File: src/rtl/gemm_seq_ctrl_if.sv
// gemm_seq_ctrl_if: control, PE-side and operand-buffer signals of the GEMM sequencer.
interface gemm_seq_ctrl_if #(parameter int N = 16, parameter int K_W = 8);
  logic           start;
  logic           abort;
  logic [1:0]     mode;
  logic [K_W-1:0] k_len;
  logic           busy;
  logic           done;
  logic           err;
  logic [1:0]     pe_state;
  logic [1:0]     pe_flag;
  logic           sync_reset;
  logic           gemm_valid;
  logic           rd_en;
  logic [K_W-1:0] rd_addr;
  logic           drain_valid;
  logic [3:0]     drain_idx;
  modport master (
    output start, abort, mode, k_len,
    input  busy, done, err, pe_state, pe_flag, sync_reset, gemm_valid,
           rd_en, rd_addr, drain_valid, drain_idx
  );
  modport slave (
    input  start, abort, mode, k_len,
    output busy, done, err, pe_state, pe_flag, sync_reset, gemm_valid,
           rd_en, rd_addr, drain_valid, drain_idx
  );
endinterface

File: src/rtl/gemm_seq_ctrl.sv
// gemm_seq_ctrl: sequences one GEMM pass (clear, feed + skew flush, drain, done) on the NxN PE grid.
// Every output is a register loaded from the next-state decode, so nothing is combinational from inputs.
module gemm_seq_ctrl #(
  parameter int N   = 16,
  parameter int K_W = 8
) (
  input logic          i_clk,
  input logic          i_rst_n,
  gemm_seq_ctrl_if.slave s
);
  localparam int CW = (K_W > 5 ? K_W : 5) + 1;
  typedef enum logic [2:0] {IDLE, CLEAR, FEED, DRAIN, DONE} state_t;
  state_t         r_state, w_state;
  logic [CW-1:0]  r_cnt, w_cnt;
  logic [K_W-1:0] r_k, w_k;
  logic           w_abort, w_rej;
  logic           r_busy, r_done, r_err, r_sync, r_gemm, r_rd_en, r_dv;
  logic [K_W-1:0] r_rd_addr;
  logic [3:0]     r_didx;
  logic [1:0]     r_flag;
  always_comb begin
    w_state = r_state;
    w_cnt   = r_cnt;
    w_k     = r_k;
    w_rej   = 1'b0;
    w_abort = s.abort && r_state != IDLE;
    case (r_state)
      IDLE: if (s.start && !s.abort) begin
        if (s.mode == 2'b00 && s.k_len != '0) begin
          w_state = CLEAR;
          w_k     = s.k_len;
        end else w_rej = 1'b1;
      end
      CLEAR: begin
        w_state = FEED;
        w_cnt   = '0;
      end
      FEED: if (r_cnt == CW'(r_k) + CW'(N - 2)) begin
        w_state = DRAIN;
        w_cnt   = '0;
      end else w_cnt = r_cnt + CW'(1);
      DRAIN: if (r_cnt == CW'(N - 1)) begin
        w_state = DONE;
        w_cnt   = '0;
      end else w_cnt = r_cnt + CW'(1);
      DONE: w_state = IDLE;
      default: w_state = IDLE;
    endcase
    if (w_abort) begin
      w_state = IDLE;
      w_cnt   = '0;
    end
  end
  always_ff @(posedge i_clk or negedge i_rst_n) begin
    if (!i_rst_n) begin
      r_state   <= IDLE;
      r_cnt     <= '0;
      r_k       <= '0;
      r_busy    <= 1'b0;
      r_done    <= 1'b0;
      r_err     <= 1'b0;
      r_sync    <= 1'b0;
      r_gemm    <= 1'b0;
      r_rd_en   <= 1'b0;
      r_rd_addr <= '0;
      r_dv      <= 1'b0;
      r_didx    <= '0;
      r_flag    <= 2'b11;
    end else begin
      r_state   <= w_state;
      r_cnt     <= w_cnt;
      r_k       <= w_k;
      r_busy    <= w_state != IDLE;
      r_done    <= w_state == DONE;
      r_err     <= w_rej;
      r_sync    <= w_state == CLEAR || w_abort;
      r_gemm    <= w_state == FEED;
      r_rd_en   <= w_state == FEED && w_cnt < CW'(w_k);
      // address advances after each read, so it rests at k_len during the skew flush
      r_rd_addr <= w_state == CLEAR ? '0 : r_rd_addr + K_W'(r_rd_en);
      r_dv      <= w_state == DRAIN;
      r_didx    <= w_state == DRAIN ? w_cnt[3:0] : 4'd0;
      r_flag    <= w_state == DONE ? 2'b00 : 2'b11;
    end
  end
  assign s.busy        = r_busy;
  assign s.done        = r_done;
  assign s.err         = r_err;
  assign s.pe_state    = 2'b00;
  assign s.pe_flag     = r_flag;
  assign s.sync_reset  = r_sync;
  assign s.gemm_valid  = r_gemm;
  assign s.rd_en       = r_rd_en;
  assign s.rd_addr     = r_rd_addr;
  assign s.drain_valid = r_dv;
  assign s.drain_idx   = r_didx;
endmodule

File: src/flat_wrapper.sv
// flat-port wrapper written by rule: the top's interface ports become plain ports
module gemm_seq_ctrl_flat 
#(
  parameter int N   = 16,
  parameter int K_W = 8
)
  (i_clk, i_rst_n, s_start, s_abort, s_mode, s_k_len, s_busy, s_done, s_err, s_pe_state, s_pe_flag, s_sync_reset, s_gemm_valid, s_rd_en, s_rd_addr, s_drain_valid, s_drain_idx);
  gemm_seq_ctrl_if #(.N(N), .K_W(K_W)) s_i ();
  input logic i_clk;
  input logic i_rst_n;
  input wire logic [$bits(s_i.start)-1:0] s_start;
  input wire logic [$bits(s_i.abort)-1:0] s_abort;
  input wire logic [$bits(s_i.mode)-1:0] s_mode;
  input wire logic [$bits(s_i.k_len)-1:0] s_k_len;
  output wire logic [$bits(s_i.busy)-1:0] s_busy;
  output wire logic [$bits(s_i.done)-1:0] s_done;
  output wire logic [$bits(s_i.err)-1:0] s_err;
  output wire logic [$bits(s_i.pe_state)-1:0] s_pe_state;
  output wire logic [$bits(s_i.pe_flag)-1:0] s_pe_flag;
  output wire logic [$bits(s_i.sync_reset)-1:0] s_sync_reset;
  output wire logic [$bits(s_i.gemm_valid)-1:0] s_gemm_valid;
  output wire logic [$bits(s_i.rd_en)-1:0] s_rd_en;
  output wire logic [$bits(s_i.rd_addr)-1:0] s_rd_addr;
  output wire logic [$bits(s_i.drain_valid)-1:0] s_drain_valid;
  output wire logic [$bits(s_i.drain_idx)-1:0] s_drain_idx;
  assign s_i.start = s_start;
  assign s_i.abort = s_abort;
  assign s_i.mode = s_mode;
  assign s_i.k_len = s_k_len;
  assign s_busy = s_i.busy;
  assign s_done = s_i.done;
  assign s_err = s_i.err;
  assign s_pe_state = s_i.pe_state;
  assign s_pe_flag = s_i.pe_flag;
  assign s_sync_reset = s_i.sync_reset;
  assign s_gemm_valid = s_i.gemm_valid;
  assign s_rd_en = s_i.rd_en;
  assign s_rd_addr = s_i.rd_addr;
  assign s_drain_valid = s_i.drain_valid;
  assign s_drain_idx = s_i.drain_idx;
  gemm_seq_ctrl #(.N(N), .K_W(K_W)) u_core (.i_clk(i_clk), .i_rst_n(i_rst_n), .s(s_i));
endmodule
File: config.mk
export PLATFORM = sky130hd
export DESIGN_NAME = gemm_seq_ctrl_flat
export DESIGN_NICKNAME = d
export VERILOG_FILES = /design/src/rtl/gemm_seq_ctrl_if.sv /design/src/rtl/gemm_seq_ctrl.sv /design/src/flat_wrapper.sv
export SDC_FILE = /design/constraint.sdc
export NUM_CORES = 1
export LEC_CHECK = 0
export CAP_MARGIN = 0
export CORE_AREA = 2 2 67 132
export CTS_CLUSTER_DIAMETER = 40
export DETAILED_ROUTE_END_ITERATION = 8
export DIE_AREA = 0 0 69 134
export GPL_TIMING_DRIVEN = 0
export PLACE_DENSITY = 0.59
export SLEW_MARGIN = 5
export SYNTH_ARGS = -nofsm -noshare
export SYNTH_HDL_FRONTEND = slang
export SYNTH_SLANG_ARGS = --single-unit
File: constraint.sdc
create_clock -name i_clk -period 3.35 [get_ports i_clk]
set_input_delay 0.67 -clock i_clk [delete_from_list [all_inputs] [get_ports i_clk]]
set_output_delay 0.67 -clock i_clk [all_outputs]
set_load 0.005 [all_outputs]
======== After elaboration in Yosys (flattened, before gate mapping) ========
Index checks and enable logic that the tools add are counted.
Widths: inputs -> output; s select.
word-level totals
  bits in registers ....................... 41
  input port bits ......................... 14
  output and inout bits ................... 23
  logic and storage cells ................. 56
operators by class
  add/subtract/negate cells ............... 3
  magnitude comparators ................... 1
  equality and inequality tests ........... 9
  muxes and demuxes ....................... 19
  reduce and logical (&&, ||, !) cells .... 11
operators with widths
  operator             number
  $mux 8               4
  $mux 9               3
  $pmux 9 s3           1
  $mux 3               5
  $eq 3x2->1 const B   4
  $pmux 3 s4           1
  $add 8x4->9 const B  1
  $add 9x1->9 const B  1
  $eq 9x4->1 const B   1
  $eq 9x9->1           1
  $lt 9x8->1           1
  $add 8x1->8          1
  $reduce_bool 8->1    1
  $eq 3x1->1 const B   2
  $reduce_bool 3->1    2
  $logic_and 1x1->1    4
  $mux 4               1
  $eq 3x3->1 const B   1
  $logic_not 3->1      1
  $mux 1               3
  $logic_not 2->1      1
  $mux 2               1
  $logic_not 1->1      1
  $logic_or 1x1->1     1

======== Depth between registers and ports, before layout ========
  depth in word-level cells ............... 8
  mapped depth ............................ 14
  depth with buffers taken out ............ 13

======== Worst setup path before layout ========
No wires, ideal clock.
  path kind ............................... reg-to-reg
  from .................................... register u_core.r_cnt[5]
  to ...................................... register u_core.r_rd_en (netlist: u_core.s.rd_en)
  setup time .............................. 0.094 ns
  arrival time ............................ 2.771 ns
  required time ........................... 3.256 ns
  setup slack ............................. 0.485 ns
  cell stages (with the launch flop) ...... 14
  path buffers ............................ 2
  clock period less this slack ............ 2.865 ns
  cells stage by stage .................... dfrtp_1 -> buf_6 -> nor4_1 -> a21boi_1 -> nor4_1 -> and4_4 -> buf_6 -> nor3_1 -> ha_1 -> a21oi_1 -> o21ai_0 -> a221oi_1 -> o2111ai_1 -> a211oi_1
between the ends
  cells in the longest elaborated chain, start to end .. 6
  elaborated cells on any way between the ends .. 14
  those cells by class .................... 1 x add/sub; 1 x order compare; 3 x eq/ne; 8 x mux; 1 x reduce/logical
ends and longest elaborated chain
  what                                             line                                      text
  start, declared                                  gemm_seq_ctrl.sv:14                       logic [CW-1:0] r_cnt, w_cnt;
  start signal, assigned                           gemm_seq_ctrl.sv:71                       r_cnt <= w_cnt;
  $eq 9x4->1 / $eq 9x9->1 (equally long branches)  gemm_seq_ctrl.sv:42, gemm_seq_ctrl.sv:38
  $mux 9 (on tied branches)                        gemm_seq_ctrl.sv:42, gemm_seq_ctrl.sv:38
  $pmux 9 s3 *                                     gemm_seq_ctrl.sv:27                       case (r_state)
  $mux 9 *                                         gemm_seq_ctrl.sv:49                       if (w_abort) begin
  net u_core.w_cnt[4]                              gemm_seq_ctrl.sv:14
  $lt 9x8->1 *                                     gemm_seq_ctrl.sv:78                       r_rd_en <= w_state == FEED && w_cnt < CW'(w_k);
  $logic_and 1x1->1 *                              gemm_seq_ctrl.sv:78
  end signal, assigned                             gemm_seq_ctrl.sv:78
  end, declared                                    gemm_seq_ctrl.sv:17                       logic r_busy, r_done, r_err, r_sync, r_gemm, r_rd_en, r_dv;
The timed path passes the listed nets; every way through them passes the cells marked *.

======== Worst setup path in the final report ========
  from .................................... register u_core.r_k[2]
  to ...................................... register u_core.r_rd_en (netlist: u_core.s.rd_en)
between the ends
  cells in the longest elaborated chain, start to end .. 7
  elaborated cells on any way between the ends .. 14
  those cells by class .................... 1 x add/sub; 1 x order compare; 2 x eq/ne; 9 x mux; 1 x reduce/logical
ends and longest elaborated chain
  what                    line                 text
  start, declared         gemm_seq_ctrl.sv:15  logic [K_W-1:0] r_k, w_k;
  start signal, assigned  gemm_seq_ctrl.sv:72  r_k <= w_k;
  $add 8x4->9             gemm_seq_ctrl.sv:38  FEED: if (r_cnt == CW'(r_k) + CW'(N - 2)) begin
  $eq 9x9->1              gemm_seq_ctrl.sv:38
  $mux 9                  gemm_seq_ctrl.sv:38
  $pmux 9 s3              gemm_seq_ctrl.sv:27
  $mux 9                  gemm_seq_ctrl.sv:49
  net u_core.w_cnt[7]     gemm_seq_ctrl.sv:14
  $lt 9x8->1              gemm_seq_ctrl.sv:78
  $logic_and 1x1->1       gemm_seq_ctrl.sv:78
The timed path passes the listed nets, and every way through them passes these cells.

==> flow_summary.yaml <==
drt:
  wl_met1_um: 2210
  drt_iter0_markers: 110
  post_drt_wl_per_cell_um: 16.7
  wl_met3_um: 212
  first_pass_iters: 4
  wl_met2_um: 3900
  vias: 2092
  routed_wirelength_um: 6770
  dr.max_layer_used: "met4"
  ant_nets: 0
  via_per_inst: 5.17
  drcViolationCount: 0
run:
  drv_cap: 0
worst_setup_path:
  cp_data_required_time_ns: 3.55
  critical-path-max-stage-delay_ns: 0.44
  crit_chain: "inv_1, ha_1, nand2b_1, and3_1, o21a_1, and4_4, buf_8, nor3_2, ha_1, and3_1, a221oi_4, o2111ai_2, a211oi_2"
  cp.arrival_ns: 3.40
  reg2reg_slack_ns: 0.15
  crit_family: "simple AND/OR/NAND/NOR gates"
  r2r_end: "u_core.s.rd_en"
  rr_worst_depth: 13
  crit_fanout: 10
  endpoint_kind: "register"
  critPathSlowestCell: "dfrtp_2"
  reg2reg_from: "u_core.r_k[2]"
  setup.worst_path.class: "reg2reg"
  start_kind: "register"
  crit_buf_inv: 2
synth:
  ys_types: 50
  synth_ff_type: "dfrtp_1"
  synth_warnings: 0
  syn-instance-count: 251
  synth-seq-area-share_pct: 41.6
  synth_edf_count: 0
  synth-seq-cells: 40
  syn_avg_cell_area_um2: 9.60
  syn_area_um2: 2410
  async_reset_ff_share_pct: 100
placed_design:
  dp_hpwl_um: 5060
  port_buffers: 34
  globalplace.congestion: 0.898
  place_area_um2: 2890
  dp_cells: 385
floorplan:
  initial_core_util_pct: 29.3
  dieHeight_um: 134
  design.core.area_um2: 8230
  die-area_um2: 9250
  ios: 37
  fp-row-count: 47
  die_width_um: 69
finish:
  fin_util_pct: 40.3
  syn_to_final_growth_pct: 37.7
  drive_gt1_share_pct: 24.8
  design_area_um2: 3320
  finalNetCount: 331
  antenna_cells: 0
  final_cells: 405
clocking:
  hold_buffers: 0
  cts_root_buffer: "clkbuf_16"
  cts_buffers: 5
  clk_path_buf_depth: 2
  htree_num_levels: 2
  clkSlewWorstSetupHoldPaths_ns: 0.06
  clock_sinks: 40
  cts_tree: "yes"
  clock_latency_ns: 0.29
power:
  powerDensity_nw_per_um2: 464
  ir_drop_mv: 0.217
  p_leak_nw: 1.48
  p_total_mw: 1.54
sta:
  period_minus_slack_ns: 3.20
  fin_worst_skew_ns: 0.00816
  hold_viol_final: 0
  fmax_ghz: 0.312
  drv_slew: 0
  relSlewSlack_pct: 63.4
  worstMarginPinSlew_ns: 0.545
  tns_ns: 0
  finalSetupViolCount: 0
  min_period_over_period_pct: 95.6
grt:
  grt_pass1_vias: 2110
  antenna_found_initial: 0
  grt_util_all_layers_pct: 14.8
  grt_pass1_wl_um: 10600
  grt_max_degree: 35
  grt_overflow: 0
hold_path:
  hp-class: "in2async"
run_status:
  status: "completed"
worst max path at each step:
stage,startpoint,to,slack (ns),cells after the start
2_1_floorplan,u_core.r_cnt[5],u_core.s.rd_en,0.49,13
3_3_place_gp,s_abort,u_core.s.rd_en,-0.85,14
3_5_place_dp,s_abort,u_core.s.rd_en,-0.81,14
4_1_cts,s_abort,u_core.s.rd_en,0.005,13
5_1_grt,u_core.r_cnt[1],u_core.s.rd_en,-0.01,13
6_report,u_core.r_k[2],u_core.s.rd_en,0.15,13
synth_stat cells (3+ instances only):
cell | count | share of area, %
buf_4 | 3 | 0.93
inv_1 | 14 | 2.2
dfrtp_1 | 39 | 41
and3_1 | 8 | 2.1
nand2b_1 | 3 | 0.78
nand3_1 | 14 | 2.9
buf_2 | 7 | 1.5
xor2_1 | 13 | 4.7
a21oi_1 | 8 | 1.7
nand2_1 | 8 | 1.2
o21ai_0 | 6 | 1.2
nor2b_1 | 4 | 1.0
nand4_1 | 5 | 1.3
mux2i_1 | 5 | 2.1
nor3_1 | 9 | 1.9
a211oi_1 | 3 | 0.93
a21o_1 | 4 | 1.2
nor4_1 | 11 | 2.9
nor2_1 | 27 | 4.2
ha_1 | 11 | 5.7
xnor2_1 | 13 | 4.7
power by group:
part / total (mW) / switching [mW] / internal (mW)
clock: 0.460 / 0.185 / 0.275
combinational: 0.465 / 0.250 / 0.215
sequential: 0.614 / 0.0731 / 0.541
state kept, by name (all words and copies together), names as in the netlist:
name / cells
u_core.s.busy: 1
u_core.r_cnt: 9
u_core.s.drain_valid: 1
u_core.s.gemm_valid: 1
u_core.r_k: 8
u_core.s.rd_addr: 8
u_core.s.err: 1
u_core.s.rd_en: 1
u_core.s.done: 1
u_core.s.pe_flag: 1
u_core.r_state: 3
u_core.s.drain_idx: 4
u_core.s.sync_reset: 1
worst register-to-register path: stages (launching register included):
cell	delay, ns
dfrtp_2	0.44
inv_1	0.11
ha_1	0.20
nand2b_1	0.13
and3_1	0.18
o21a_1	0.23
and4_4	0.21
buf_8	0.16
nor3_2	0.20
ha_1	0.33
and3_1	0.23
a221oi_4	0.30
o2111ai_2	0.17
a211oi_2	0.23
through the flow:
step	setup slack, ns	hold slack (ns)
final	0.146	0.215
after global routing	-0.0109	0.224
after CTS	0.00535	0.218
after detailed placement	-0.808	0.524
after global placement	-0.846	0.523
after floorplan	0.485	0.374
layout make-up:
class / instances / area, µm²
Buffer: 12 / 91.3
Clock buffer: 7 / 133
Clock inverter: 1 / 5.00
Fill cell: 833 / 4920
Inverter: 15 / 56.3
Multi-Input combinational cell: 184 / 1440
Sequential cell: 40 / 1010
Tap cell: 98 / 123
Timing Repair Buffer: 48 / 462
what timing repair did:
item                                    4_1_cts  5_1_grt
resized for setup                            19       30
hold endpoints to repair                      0        0
gates cloned                                  0        0
endpoints found under the setup margin        1        1
buffers inserted                              2       11
pin swaps                                     6       11
cell families (layout without fill, tap and decap cells):
group / after synthesis / count (layout) / share of synthesized area, %
adder cells (fa/ha/maj): 11 / 11 / 5.71
flip-flops: 40 / 40 / 41.6
AO/OA/AOI/OAI: 35 / 35 / 10.8
other: 1 / 2 / 0.156
buffers and inverters: 28 / 83 / 5.82
AND/OR/NAND/NOR: 105 / 105 / 24.4
multiplexers: 5 / 5 / 2.08
XOR/XNOR: 26 / 26 / 9.45
routing by layer:
metal / up-vias / GRT usage [%]
li1: 985 / -
met1: 1019 / 12.6
met2: 57 / 29.5
met3: 31 / 2.70
met4: 0 / 10.5
met5: - / 0
cell usage in the layout (no fill, tap or decap), types with 6 or more instances in the layout:
cell             instances
nor4_1                   6
xnor2_1                 13
buf_4                   17
clkdlybuf4s50_1         28
nand2_1                  8
ha_1                     9
inv_1                   14
and3_1                   8
nor2_1                  22
dfrtp_1                 34
nand3_1                 14
a21oi_1                  6
xor2_1                  13
nor4_2                   6
(Power assumes the default switching activity.)
